File: src/rtl/clkdiv_pkg.sv
// Shared definitions for the programmable clock divider: mode encoding,
// default sizing and the divisor clamp rule applied when a request is captured.
package clkdiv_pkg;

  localparam logic MODE_LIN = 1'b0;
  localparam logic MODE_POW = 1'b1;

  localparam int CNT_W_DEF       = 16;
  localparam int DEFAULT_DIV_DEF = 4;

  typedef struct packed {
    logic [31:0] div;
    logic        err;
  } clamp_t;

  // Maps a raw request onto a legal divisor; err marks a request that had to be changed.
  function automatic clamp_t clamp_div(input logic mode, input logic [31:0] value,
                                       input int cnt_w);
    clamp_t     r;
    logic [4:0] exp_v;
    exp_v = value[4:0];
    r.div = value;
    r.err = 1'b0;
    if (mode == MODE_LIN) begin
      if (value < 32'd2) begin
        r.div = 32'd2;
        r.err = 1'b1;
      end
    end else begin
      if (exp_v == 5'd0) begin
        r.div = 32'd2;
        r.err = 1'b1;
      end else if (int'(exp_v) > cnt_w - 1) begin
        r.div = 32'd1 << (cnt_w - 1);
        r.err = 1'b1;
      end else begin
        r.div = 32'd1 << exp_v;
      end
    end
    return r;
  endfunction

endpackage

File: src/rtl/clkdiv_cfg_reg.sv
// Divisor configuration: captures and clamps load requests, holds one pending
// request and applies it when the phase counter is at a period boundary.
module clkdiv_cfg_reg
  import clkdiv_pkg::*;
#(
  parameter int CNT_W       = CNT_W_DEF,
  parameter int DEFAULT_DIV = DEFAULT_DIV_DEF
) (
  input  logic             clk,
  input  logic             rst_n,
  input  logic             apply,
  input  logic             div_load,
  input  logic             div_mode,
  input  logic [CNT_W-1:0] div_value,
  output logic [CNT_W-1:0] cur_div,
  output logic             cfg_err,
  output logic             div_busy
);

  clamp_t           req;
  logic [CNT_W-1:0] pend_div;
  logic             pend_err;

  assign req = clamp_div(div_mode, 32'(div_value), CNT_W);

  // NOTE: state registers use non-blocking assignments so every flop samples
  // the pre-edge values, independent of statement order.
  always_ff @(posedge clk or negedge rst_n) begin
    if (!rst_n) begin
      cur_div  <= CNT_W'(DEFAULT_DIV);
      cfg_err  <= 1'b0;
      div_busy <= 1'b0;
      // NOTE: the pending slot is reset too, so a stale request can never be
      // applied after reset even though div_busy already gates it.
      pend_div <= '0;
      pend_err <= 1'b0;
    end else begin
      // The old pending value is applied before a same-edge load replaces it.
      if (apply && div_busy) begin
        cur_div <= pend_div;
        cfg_err <= pend_err;
      end
      if (div_load) begin
        pend_div <= CNT_W'(req.div);
        pend_err <= req.err;
        div_busy <= 1'b1;
      end else if (apply) begin
        div_busy <= 1'b0;
      end
    end
  end

endmodule

File: src/rtl/prog_clock_divider.sv
// Runtime-programmable clock divider: phase counter and registered, glitch-free
// out_clk / out_tick, with divisor changes taking effect only at period start.
module prog_clock_divider
  import clkdiv_pkg::*;
#(
  parameter int CNT_W       = CNT_W_DEF,
  parameter int DEFAULT_DIV = DEFAULT_DIV_DEF
) (
  input  logic             in_clk,
  input  logic             in_rst_n,
  input  logic             enable,
  input  logic             div_mode,
  input  logic [CNT_W-1:0] div_value,
  input  logic             div_load,
  output logic             div_busy,
  output logic [CNT_W-1:0] cur_div,
  output logic             cfg_err,
  output logic             out_clk,
  output logic             out_tick
);

  localparam logic [CNT_W-1:0] ONE   = CNT_W'(1);
  localparam logic [CNT_W:0]   ONE_X = (CNT_W + 1)'(1);

  logic [CNT_W-1:0] phase;
  logic [CNT_W-1:0] phase_next;
  logic             running;
  logic [CNT_W:0]   half;
  logic             apply;

  // NOTE: phase_next gets a default before any condition, so no path leaves it
  // unassigned and no latch is inferred.
  always_comb begin
    phase_next = '0;
    if (enable && running && (phase != cur_div - ONE))
      phase_next = phase + ONE;
  end

  // At phase_next==0 out_clk is high for every legal D, so the old divisor is
  // sufficient here; the new one governs from the following cycle on.
  assign half  = ({1'b0, cur_div} + ONE_X) >> 1;
  assign apply = !enable || (phase_next == '0);

  clkdiv_cfg_reg #(
    .CNT_W      (CNT_W),
    .DEFAULT_DIV(DEFAULT_DIV)
  ) u_cfg (
    .clk      (in_clk),
    .rst_n    (in_rst_n),
    .apply    (apply),
    .div_load (div_load),
    .div_mode (div_mode),
    .div_value(div_value),
    .cur_div  (cur_div),
    .cfg_err  (cfg_err),
    .div_busy (div_busy)
  );

  always_ff @(posedge in_clk or negedge in_rst_n) begin
    if (!in_rst_n) begin
      phase    <= '0;
      running  <= 1'b0;
      out_clk  <= 1'b0;
      out_tick <= 1'b0;
    end else if (!enable) begin
      phase    <= '0;
      running  <= 1'b0;
      out_clk  <= 1'b0;
      out_tick <= 1'b0;
    end else begin
      phase    <= phase_next;
      running  <= 1'b1;
      out_clk  <= ({1'b0, phase_next} < half);
      out_tick <= (phase_next == '0);
    end
  end

endmodule

File: config.mk
export PLATFORM = sky130hd
export DESIGN_NAME = prog_clock_divider
export DESIGN_NICKNAME = d
export VERILOG_FILES = /design/src/rtl/clkdiv_pkg.sv /design/src/rtl/clkdiv_cfg_reg.sv /design/src/rtl/prog_clock_divider.sv
export SDC_FILE = /design/constraint.sdc
export NUM_CORES = 1
export LEC_CHECK = 0
export ABC_AREA = 1
export BUFFER_PORTS_ARGS = -buffer_cell sky130_fd_sc_hd__clkbuf_2
export CAP_MARGIN = 20
export CORE_AREA = 2 2 104 106
export CTS_CLUSTER_SIZE = 14
export DETAILED_ROUTE_END_ITERATION = 10
export DIE_AREA = 0 0 106 108
export SYNTH_ARGS = -nofsm -noshare
export SYNTH_HDL_FRONTEND = slang
export SYNTH_SLANG_ARGS = --single-unit
File: constraint.sdc
create_clock -name in_clk -period 2.74 [get_ports in_clk]
set_input_delay 0.411 -clock in_clk [delete_from_list [all_inputs] [get_ports in_clk]]
set_output_delay 0.411 -clock in_clk [all_outputs]
set_load 0.01 [all_outputs]
* Yosys cells after proc, flatten, opt, wreduce, memory -nomap -nowiden
Cells that the tools add are included.
** Word-level totals
- Register bits :: 54
- Latch bits :: 0
- Bits in writable memories :: 0
- Memory bits (read-only) :: 0
- Input bits :: 21
- Output and inout bits :: 20
- Word-level logic and storage cells :: 37
- Memories kept :: 0
** Operators by class
- $add $sub $neg :: 3
- Multipliers :: 0
- Divide/modulo/power cells :: 0
- Order comparisons :: 3
- Equal/unequal tests :: 1
- Shift operators :: 1
- Mux-type cells :: 12
- Bitwise operators :: 0
- Reduce and logical (&&, ||, !) cells :: 8
** Operator list (number)
- 2-to-1 mux 17 bit :: 3
- 2-to-1 mux 16 bit :: 3
- adder 16 x 1 -> 17 bit, second input constant :: 1
- adder 16 x 1 -> 16 bit, second input constant :: 1
- logical NOT 16 bit :: 1
- < comparator 16 bit :: 1
- < comparator 16 x 2 -> 1 bit, second input constant :: 1
- inequality test 16 bit :: 1
- left shift 1 x 5 -> 16 bit, first input constant :: 1
- subtractor 16 x 1 -> 16 bit, second input constant :: 1
- 2-to-1 mux 1 bit :: 6
- greater-than comparator 5 x 4 -> 1 bit, second input constant :: 1
- logical NOT 5 bit :: 1
- logical AND 1 bit :: 3
- nonzero test 2 bit :: 1
- logical NOT 1 bit :: 1
- logical OR 1 bit :: 1

* Depth between registers and ports, before layout
- Depth after elaboration :: 8
- Gate-level depth with buffers :: 24
- Depth with buffers taken out :: 23

* By module
From an unflattened synthesis, not the netlist that was laid out.
** Second synthesis, totals
- Cell total of the unflattened synthesis :: 561
- Area total of the unflattened synthesis :: 4012.6 um^2
** Modules (own cells, without submodules)
- prog_clock_divider :: instances 1, cells each 360, area an instance 2313.5 um^2, seq. area each 475.5 um^2
- clkdiv_cfg_reg :: instances 1, cells each 201, area an instance 1699.1 um^2, seq. area each 877.1 um^2

* Worst setup path before layout
Ideal clock, no wire load.
- Path type :: reg-to-reg
- Start point :: reg u_cfg.cur_div[0]
- End point :: reg out_clk
- Setup time :: 0.077 ns
- Arrival time :: 2.818 ns
- Data required time :: 2.663 ns
- Setup slack :: -0.155 ns
- Stages on the path, launching flop included :: 24
- Path through :: dfrtp_1 inv_2 ha_1 inv_1 nand2_1 nand2_1 nor2_1 nand2_1 nor2_1 nand2_1 nor2_1 nand2_1 nor2_1 nand2_2 nand2_4 buf_8 clkbuf_1 nor2_1 ha_1 nand2_1 nor2_1 a211oi_1 nand2_1 a21oi_1
** Between the ends
- Cells in the longest elaborated chain, start to end :: 6
** RTL lines
- start: declaration :: line clkdiv_cfg_reg.sv:15 : output logic [CNT_W-1:0] cur_div,
- start signal: assignment :: line clkdiv_cfg_reg.sv:30 : cur_div <= CNT_W'(DEFAULT_DIV);
- start signal: assignment :: line clkdiv_cfg_reg.sv:40 : cur_div <= pend_div;
- subtractor 16 x 1 -> 16 bit :: line prog_clock_divider.sv:35 : if (enable && running && (phase != cur_div - ONE))
- inequality test 16 bit :: line prog_clock_divider.sv:35
- logical AND 1 bit :: line prog_clock_divider.sv:35
- 2-to-1 mux 16 bit :: line prog_clock_divider.sv:35
- < comparator 16 bit * :: line prog_clock_divider.sv:73 : out_clk <= ({1'b0, phase_next} < half);
- 2-to-1 mux 1 bit * :: line prog_clock_divider.sv:65 : end else if (!enable) begin
- end signal: assignment :: line prog_clock_divider.sv:73
- end: declaration :: line prog_clock_divider.sv:18 : output logic out_clk,
Every way passes the cells marked *; elsewhere a longest branch is shown, timed or not.
A chain may end at the register's enable or synchronous reset.

* Final worst setup path
- Start point :: reg u_cfg.cur_div[8]
- End point :: reg out_clk
The elaborated chain is that of the path after synthesis.

==> flow_summary.json <==
{
  "outcome": "finished, violations left",
  "violations": "negative setup slack",
  "coreArea_sq_um": 10200,
  "hold_slack_ns": 0.217,
  "fillers": 1007,
  "h-tree-depth": 2,
  "critPathLaunch": "u_cfg.cur_div[8]$_DFFE_PN0P_",
  "cts-root-buf": "clkbuf_8",
  "drc": 0,
  "setup_violations": 2,
  "syn_inst": 577,
  "via_per_inst": 5.03,
  "worstHoldPathType": "in -> async",
  "period_minus_slack_ns": 2.77,
  "antenna_cells": 0,
  "final_cells": 808,
  "crit_type": "reg -> reg",
  "layout.nets": 710,
  "grt_usage_pct": 19.1,
  "gp_congestion": 0.882,
  "yosysMostFrequentCell": "nand2_1",
  "grt_pass1_vias": 3871,
  "rsz0062_at_grt": "true",
  "fp.dieW_um": 106,
  "hold_violations": 0,
  "antenna_left": 0,
  "port_buffers": 40,
  "critPathCaptureType": "flop",
  "tns_ns": -0.0431,
  "synth.avg_cell_area_sq_um": 6.98,
  "synthTopCellsByCount": "nand2_1, nor2_1, inv_1",
  "critPathMaxStageDelay_ns": 0.49,
  "synthFlopType": "dfrtp_1",
  "vias": 4064,
  "post-route-util_pct": 50.8,
  "cts.path.max_buffers": 2,
  "antenna_found_initial": 0,
  "wl_per_cell_um": 13.8,
  "slew_viol_final": 0,
  "cp-start-kind": "flop",
  "cts_buffers": 5,
  "synth_top_area_cell": "dfrtp_1",
  "fin_ws_ns": -0.0329,
  "ir_drop_mv": 0.234,
  "grt_first_pass_wirelength_um": 17600,
  "syn_to_final_growth_pct": 29.0,
  "cap_violations": 0,
  "routed_wl_um": 11200,
  "clk_latency_ns": 0.31,
  "post-route-period-util_pct": 101,
  "synth-seq-cells": 54,
  "yosysTopAreaCellShare_pct": 32.9,
  "synth_area_leaders": "dfrtp_1, nand2_1, nor2_1, ha_1, inv_1",
  "clock_sinks": 54,
  "drive_gt1_share_pct": 27.1,
  "path_delay_family": "simple AND/OR/NAND/NOR gates",
  "ys_types": 42,
  "clock-skew-final_ns": 0.00400,
  "crit_buf_inv": 2,
  "grt_overflow": 0,
  "synth_area_sq_um": 4030,
  "grt_max_degree": 55,
  "clk_pin_slew_worst_paths_ns": 0.10,
  "cp_max_fo": 5,
  "tightest_slew_ns": 0.713,
  "r2r_start": "u_cfg.cur_div[8]$_DFFE_PN0P_",
  "async_flop_share_pct": 100,
  "crit_chain": "buf_4, xnor2_1, o21ai_0, nand2_1, nand2_1, nor2_1, nand2_1, nor2_2, nand2_4, buf_6, nand3_1, nor2_1, ha_1, a21oi_2, nor2_1, a211oi_1, nand2_1, a21oi_2",
  "synth_nets": 616,
  "synth_warnings": 0,
  "boundaryPins": 41,
  "path_common_cell": "nand2_1",
  "chipHeight_um": 108,
  "dp.cells": 785,
  "cts_tree": "done",
  "crit_slowest_cell": "dfrtp_1",
  "drtPass1Iterations": 4,
  "crit_arrival_ns": 3.02,
  "power_density_nw_per_um2": 461,
  "synth_edf_count": 0,
  "hpwl_um": 8520,
  "cp.required_ns": 2.98,
  "power_leakage_nw": 2.59,
  "slew_headroom_pct": 52.5,
  "fp-row-count": 37,
  "yosysSeqAreaShare_pct": 33.6,
  "drt_first_iter_violations": 188,
  "dieArea_sq_um": 11400,
  "timing.fmax_mhz": 361,
  "initial_core_util_pct": 39.4
}
placed cells by master, fill, tap and decap left out, types with 3 or more instances in the layout:
master and n:
nand2_1 153, nor2_1 73, buf_4 53, inv_1 51, dfrtp_1 51, clkbuf_2 40, nand4_1 26, nand3_1 26
xor2_1 19, nor2_2 18, o21ai_0 17, a21oi_1 17, ha_1 16, nor3_1 10, nor2_4 9, nand2_2 8
buf_6 8, nor3_2 6, inv_2 5, xnor2_1 5, clkbuf_8 5, nand2_4 4, nand3_4 3, a31oi_1 3
cells by family after synthesis:
group	Yosys count	share of synthesized area, %
compound gates	55	8.05
xor+xnor	25	5.44
buf+inv	80	8.88
fa+ha+maj	18	5.59
flops	54	33.6
simple gates	345	38.5
worst paths after layout:
kind | to | slack (ns) | cells after the start
max | out_clk$_DFF_PN0_ | -0.03 | 18
min | u_cfg.pend_div[12]$_DFFE_PN0P_ | 0.22 | 2
max reg2reg | out_clk$_DFF_PN0_ | -0.03 | 18
min reg2reg | u_cfg.pend_div[11]$_DFFE_PN0P_ | 0.50 | 2
max in group asynchronous | u_cfg.cur_div[1]$_DFFE_PN0P_ | 2.01 | 2
min in group in_clk | running$_DFF_PN0_ | 0.24 | 1
cell type report:
| cell class | count | area (sq um) | share of cell area, % |
|---|---|---|---|
| Clock buffer | 5 | 68.8 | 1.32 |
| Clock inverter | 3 | 43.8 | 0.843 |
| Inverter | 59 | 224 | 4.31 |
| Multi-Input combinational cell | 445 | 2540 | 48.9 |
| Sequential cell | 54 | 1360 | 26.1 |
| Tap cell | 136 | 170 | 3.27 |
| Timing Repair Buffer | 106 | 793 | 15.3 |
per-layer routing:
| layer | global-route usage, % | vias to the layer above | wire, um |
|---|---|---|---|
| li1 | - | 2057 | - |
| met1 | 23.7 | 1887 | 4810 |
| met2 | 34.8 | 104 | 5640 |
| met3 | 2.65 | 16 | 536 |
| met4 | 5.17 | 0 | 199 |
| met5 | 0 | - | 0 |
timing repair:
item | in CTS | in global routing
setup buffers | 2 | 9
gates cloned | 0 | 4
gates resized for setup | 7 | 51
endpoints found under the setup margin | 19 | 20
hold buffers | 0 | 0
pin swaps | 2 | 19
metrics by stage:
step | worst slack (ns) | power, mW | cell area (sq um)
2_1_floorplan | 0.0155 | 1.47 | 4040
3_3_place_gp | -0.0717 | 1.76 | 4670
3_5_place_dp | -0.0817 | 1.77 | 4670
4_1_cts | 0.00408 | 2.35 | 4840
5_1_grt | -0.232 | 2.56 | 5200
6_report | -0.0329 | 2.40 | 5200
report_power, final:
part	switching, mW	total (mW)	leakage [nW]	internal (mW)
registers	0.0921	0.959	0.690	0.867
clock network	0.276	0.550	0.0585	0.275
logic	0.522	0.886	1.84	0.363
flip-flops by register name (all words and copies together), names as in the netlist:
register / count
u_cfg.pend_div: 16
running: 1
out_tick: 1
u_cfg.cur_div: 16
out_clk: 1
u_cfg.pend_err: 1
u_cfg.div_busy: 1
phase: 16
u_cfg.cfg_err: 1
Power figures use the tool's default switching activity.
